File: src/rtl/multi_pt_rotator.sv
// multi_pt_rotator: rotates NUM_PTS base points by a 15-degree-step angle through one shared
// two-stage pipe and commits the whole set atomically to display registers driving a dot-hit output.
module multi_pt_rotator #(
    parameter int NUM_PTS  = 8,
    parameter int COORD_W  = 10,
    parameter int CX       = 320,
    parameter int CY       = 240,
    parameter int DOT_HALF = 1,
    localparam int IW = $clog2(NUM_PTS)
) (
    input  logic                      clk_100MHz,
    input  logic                      rst_n,
    input  logic                      video_on_pt,
    input  logic [COORD_W-1:0]        x_pt,
    input  logic [COORD_W-1:0]        y_pt,
    input  logic                      dots_en,
    input  logic                      ld_valid,
    input  logic [IW-1:0]             ld_idx,
    input  logic signed [COORD_W-1:0] ld_x,
    input  logic signed [COORD_W-1:0] ld_y,
    input  logic                      step_ccw,
    input  logic                      step_cw,
    output logic                      busy,
    output logic                      done,
    output logic [4:0]                angle_idx,
    output logic                      dots
);
    typedef enum logic [1:0] {IDLE, ISSUE, DRAIN, COMMIT} state_t;
    localparam int PW = COORD_W + 10;

    state_t state_q, state_d;
    logic [4:0] angle_q, angle_d;
    logic [IW-1:0] cnt_q, cnt_d;
    logic signed [COORD_W-1:0] base_x_q [NUM_PTS];
    logic signed [COORD_W-1:0] base_y_q [NUM_PTS];
    logic [COORD_W-1:0] sh_x_q [NUM_PTS];
    logic [COORD_W-1:0] sh_y_q [NUM_PTS];
    logic [COORD_W-1:0] disp_x_q [NUM_PTS];
    logic [COORD_W-1:0] disp_y_q [NUM_PTS];
    logic s1_v_q;
    logic [IW-1:0] s1_idx_q;
    logic signed [PW-1:0] p_xc_q, p_ys_q, p_xs_q, p_yc_q;
    logic done_q, dots_q;
    logic signed [9:0] cos_v, sin_v;
    logic signed [PW:0] sum_x, sum_y;
    logic [COORD_W-1:0] scr_x, scr_y;
    logic ld_ok, req, hit;

    // First-quadrant table; the other quadrants follow by symmetry.
    function automatic logic signed [9:0] q1(input logic [2:0] r);
        case (r)
            3'd0: q1 = 10'sd256;
            3'd1: q1 = 10'sd247;
            3'd2: q1 = 10'sd222;
            3'd3: q1 = 10'sd181;
            3'd4: q1 = 10'sd128;
            3'd5: q1 = 10'sd66;
            default: q1 = 10'sd0;
        endcase
    endfunction

    function automatic logic signed [9:0] cos_lut(input logic [4:0] k);
        cos_lut = (k <= 5'd6)  ? q1(3'(k)) :
                  (k <= 5'd12) ? -q1(3'(5'd12 - k)) :
                  (k <= 5'd18) ? -q1(3'(k - 5'd12)) : q1(3'(5'd24 - k));
    endfunction

    assign cos_v = cos_lut(angle_q);
    assign sin_v = cos_lut((angle_q >= 5'd6) ? angle_q - 5'd6 : angle_q + 5'd18);
    assign ld_ok = (state_q == IDLE) && ld_valid && ({1'b0, ld_idx} < (IW+1)'(NUM_PTS));
    assign req   = (state_q == IDLE) && (step_ccw || step_cw);

    always_comb begin
        state_d = state_q;
        angle_d = angle_q;
        cnt_d   = cnt_q;
        case (state_q)
            IDLE: if (req) begin
                state_d = ISSUE;
                cnt_d   = '0;
                angle_d = (step_ccw && step_cw) ? angle_q :
                          step_ccw ? ((angle_q == 5'd23) ? 5'd0 : angle_q + 5'd1) :
                                     ((angle_q == 5'd0) ? 5'd23 : angle_q - 5'd1);
            end
            ISSUE: begin
                cnt_d = cnt_q + 1'b1;
                if (cnt_q == IW'(NUM_PTS - 1)) begin
                    state_d = DRAIN;
                    cnt_d   = '0;
                end
            end
            DRAIN: begin
                cnt_d = cnt_q + 1'b1;
                if (cnt_q == IW'(1)) state_d = COMMIT;
            end
            default: state_d = IDLE;
        endcase
    end

    // Round-to-nearest via +128 before the arithmetic shift; wrap onto the screen offset.
    assign sum_x = (PW+1)'(p_xc_q) - (PW+1)'(p_ys_q) + (PW+1)'(128);
    assign sum_y = (PW+1)'(p_xs_q) + (PW+1)'(p_yc_q) + (PW+1)'(128);
    assign scr_x = COORD_W'(sum_x >>> 8) + COORD_W'(CX);
    assign scr_y = COORD_W'(sum_y >>> 8) + COORD_W'(CY);

    always_comb begin
        hit = 1'b0;
        for (int i = 0; i < NUM_PTS; i++)
            hit = hit |
                (({1'b0, x_pt} + (COORD_W+1)'(DOT_HALF) >= {1'b0, disp_x_q[i]}) &&
                 ({1'b0, x_pt} < {1'b0, disp_x_q[i]} + (COORD_W+1)'(DOT_HALF)) &&
                 ({1'b0, y_pt} + (COORD_W+1)'(DOT_HALF) >= {1'b0, disp_y_q[i]}) &&
                 ({1'b0, y_pt} < {1'b0, disp_y_q[i]} + (COORD_W+1)'(DOT_HALF)));
    end

    always_ff @(posedge clk_100MHz or negedge rst_n) begin
        if (!rst_n) begin
            state_q  <= IDLE;
            angle_q  <= '0;
            cnt_q    <= '0;
            s1_v_q   <= 1'b0;
            s1_idx_q <= '0;
            p_xc_q   <= '0;
            p_ys_q   <= '0;
            p_xs_q   <= '0;
            p_yc_q   <= '0;
            done_q   <= 1'b0;
            dots_q   <= 1'b0;
            for (int i = 0; i < NUM_PTS; i++) begin
                base_x_q[i] <= '0;
                base_y_q[i] <= '0;
                sh_x_q[i]   <= COORD_W'(CX);
                sh_y_q[i]   <= COORD_W'(CY);
                disp_x_q[i] <= COORD_W'(CX);
                disp_y_q[i] <= COORD_W'(CY);
            end
        end else begin
            state_q  <= state_d;
            angle_q  <= angle_d;
            cnt_q    <= cnt_d;
            if (ld_ok) begin
                base_x_q[ld_idx] <= ld_x;
                base_y_q[ld_idx] <= ld_y;
            end
            s1_v_q   <= (state_q == ISSUE);
            s1_idx_q <= cnt_q;
            p_xc_q   <= base_x_q[cnt_q] * cos_v;
            p_ys_q   <= base_y_q[cnt_q] * sin_v;
            p_xs_q   <= base_x_q[cnt_q] * sin_v;
            p_yc_q   <= base_y_q[cnt_q] * cos_v;
            if (s1_v_q) begin
                sh_x_q[s1_idx_q] <= scr_x;
                sh_y_q[s1_idx_q] <= scr_y;
            end
            if (state_q == COMMIT) begin
                disp_x_q <= sh_x_q;
                disp_y_q <= sh_y_q;
            end
            done_q <= (state_q == COMMIT);
            dots_q <= hit && dots_en && video_on_pt;
        end
    end

    assign busy      = (state_q != IDLE);
    assign done      = done_q;
    assign angle_idx = angle_q;
    assign dots      = dots_q;
endmodule

File: config.mk
export PLATFORM = sky130hd
export DESIGN_NAME = multi_pt_rotator
export DESIGN_NICKNAME = d
export VERILOG_FILES = /design/src/rtl/multi_pt_rotator.sv
export SDC_FILE = /design/constraint.sdc
export NUM_CORES = 2
export LEC_CHECK = 0
export BUFFER_PORTS_ARGS = -buffer_cell sky130_fd_sc_hd__buf_2
export CAP_MARGIN = 40
export CORE_MARGIN = 10
export CORE_UTILIZATION = 55
export CTS_CLUSTER_DIAMETER = 120
export DETAILED_ROUTE_END_ITERATION = 10
export GPL_ROUTABILITY_DRIVEN = 0
export PLACE_DENSITY = 0.72
export SYNTH_ARGS = -nofsm -noshare
export SYNTH_HDL_FRONTEND = slang
export SYNTH_SLANG_ARGS = --single-unit
File: constraint.sdc
create_clock -name clk_100MHz -period 10.15 [get_ports clk_100MHz]
set_clock_uncertainty 0.2 [all_clocks]
set_input_delay 1.015 -clock clk_100MHz [delete_from_list [all_inputs] [get_ports clk_100MHz]]
set_output_delay 1.015 -clock clk_100MHz [all_outputs]
set_load 0.02 [all_outputs]
==> run metrics <==
register area=around 0.014 sq mm; initial antenna violation count=1; R2R Path End=p_xs_q[17]; Reg2Reg Setup Slack=about 1.1 ns; Critical Path RT=10.46 ns; Critical Path Start=angle_idx[2]; FF-to-FF Start=angle_idx[2]; detailed-route wire length=118500 um; Peak Freq=110.9 MHz; gr ovfl total=0; CP most frequent cell=inv_1; run status=finished clean; die extent in y=315.7 um; Multi-input gate area=0.03058 sq mm; Crit Path Max Fanout=33; 1st-iter DRT viols=2357; Row Count=between 100 and 150; clk buf depth=3; Area Overhead vs Synth=9.137%; Commonest cells post-synth=686 x inv_1, 610 x ha_1, 575 x nand2_1; asr flop ratio synth=100.0%; max_slew headroom=35.24%; most common cell in the netlist=inv_1; TritonCTS clock tree=yes; Critical-path top delay cell=o21ai_1; Buffers on Ports=57; Critical Path AT=9.33 ns; Core Region=0.08675 sq mm; largest net degree at the start of global routing=around 170; clock-pin slew on the worst setup and hold paths=0.06 ns; Final Max Slew Viols=0; synth top area cells=dfrtp_1 25%, ha_1 16%, fa_1 14%, inv_1 5.4%, dfstp_2 5.2%; Wirelength per Cell=roughly 19 um; Unique masters post-synth=76; Inserted Diodes=0; Post-Synthesis Cell Area=0.04809 sq mm; post-route setup TNS=0 ns; Initial Util=55.44%; RSZ-0062 raised after global routing=false; via-per-instance ratio=5.717; layout net count=6035; # IOs=58; number of global-route vias before repair=37.63k; Remaining DRCs=0; Max H-tree Level=3; Crit. End Element=flop; CTS Hold Buffers Added=0; top cell type by total area after synthesis=dfrtp_1; number of detailed-route iterations in the first pass=6; clock root buffer=clkbuf_16; total of max-cap violations=0; fin crit period=9.018 ns; Yosys reg bits=568; number of cells produced by synthesis=4996; sequential fraction of the synthesis area=29.80%; cells on worst reg2reg path=30; worst slew pin tran=0.9713 ns; Die ar.=0.09967 sq mm; ANT nets after route=0; fill count=7206; first-pass GRT wire length=between 150000 and 200000 um; Post-synth top flop=dfrtp_1; post-cts resize count=0; Tcrit/Tclk final=around nine tenths; hold crit path type=in2async; synth warn=0; Die X=315.7 um; Fin Hold WS=0.2239 ns; Synth Area per Inst=9.626 sq um; Post-synth EDFFs=0; Crit path largest cell delay=0.74 ns; DR vias=35.77k; postcts setup bufs=0; critical path launch point type=flop; Yosys top cell area share=24.56%; # setup viols final=0; final hold vios=0; Num CTS Buffers=67; Post-Syn Nets=5984; global-route total usage across every layer=24.25%; critical path class=reg2reg; share of layout cells above drive strength 1=12.37%; CTS Sinks=between 500 and 600; detailed placement HPWL=88510 um; clk_lat worst skew=0.63 ns
## placed cells by master (no fill, tap or decap), types with 40 or more instances in the layout
master and instances:
inv_1 686, ha_1 609, nand2_1 575, dfrtp_1 469
o21ai_0 404, fa_1 328, nor2_1 271, xnor2_1 231
mux2_2 188, a21oi_1 146, nand3_1 146, dfstp_2 96
buf_4 88, nor3_1 71, clkbuf_16 68, buf_2 57
nand2b_1 51, a21o_1 49, o21a_1 46, xor2_1 42
nor2b_1 41, mux4_2 40
## metal layers
metal  GRT usage (%)  routed length, um  up-vias
met1           29.38              48220    17760
met2           43.68              59700     1000
met4           9.362               4730        0
met5               0                  0        -
li1                -                  -    16710
met3           2.866               5861      303
## through the flow
step                instances  setup slack, ns  utilization, %  cell area [sq um]
floorplan                4996            2.027               -              48090
finish                   6256            1.132           60.50              52490
CTS                      6256            1.220           60.50              52490
global placement         6105            1.426           57.39              49790
detailed placement       6133            1.295           57.77              50120
global route             6256           0.6284           60.50              52490
## cell families after synthesis
logic type / Yosys count / share of synthesized area [%]
AO/OA/AOI/OAI: 840 / 10.45
XOR/XNOR: 278 / 5.182
adder cells (fa/ha/maj): 938 / 29.52
buffers and inverters: 862 / 6.757
flip-flops: 568 / 29.80
multiplexers: 258 / 6.900
AND/OR/NAND/NOR: 1252 / 11.38
## critical path, delay by kind of cell (launching register included)
| kind | cells | cell delay (ns) |
|---|---|---|
| adder cells (fa/ha/maj) | 7 | 3.37 |
| AO/OA/AOI/OAI | 9 | 2.46 |
| AND/OR/NAND/NOR | 6 | 1.33 |
| buffers and inverters | 7 | 0.85 |
| XOR/XNOR | 1 | 0.36 |
| flip-flops | 1 | 0.32 |
## final cells by class
cell class	count	area share [%]
Tap cell	1155	2.753
Clock inverter	34	0.8963
Clock buffer	89	3.621
Timing Repair Buffer	156	2.231
Sequential cell	568	27.32
Multi-Input combinational cell	3566	58.26
Inverter	688	4.920
## sequential cells by signal (all words and copies together), names as in the netlist
| register | cells |
|---|---|
| p_xc_q | 18 |
| p_ys_q | 18 |
| p_xs_q | 18 |
| s1_v_q | 1 |
| disp_x_q | 80 |
| base_x_q | 80 |
| cnt_q | 3 |
| sh_y_q | 80 |
| state_q | 2 |
| p_yc_q | 18 |
| dots | 1 |
| angle_idx | 5 |
| disp_y_q | 80 |
| base_y_q | 80 |
| sh_x_q | 80 |
| done | 1 |
| s1_idx_q | 3 |
## how the worst max path moves through the flow
stage | endpoint | slack (ns) | cells past startpoint
floorplan | p_ys_q[17] | 2.03 | 33
detailed placement | p_xs_q[17] | 1.30 | 30
finish | p_xs_q[17] | 1.13 | 30
global placement | p_xs_q[17] | 1.43 | 30
CTS | p_xs_q[17] | 1.22 | 30
global route | p_xs_q[17] | 0.63 | 30
Power is not shown: default switching activity piles up to over one toggle a cycle in this logic, so the estimate is an artifact.
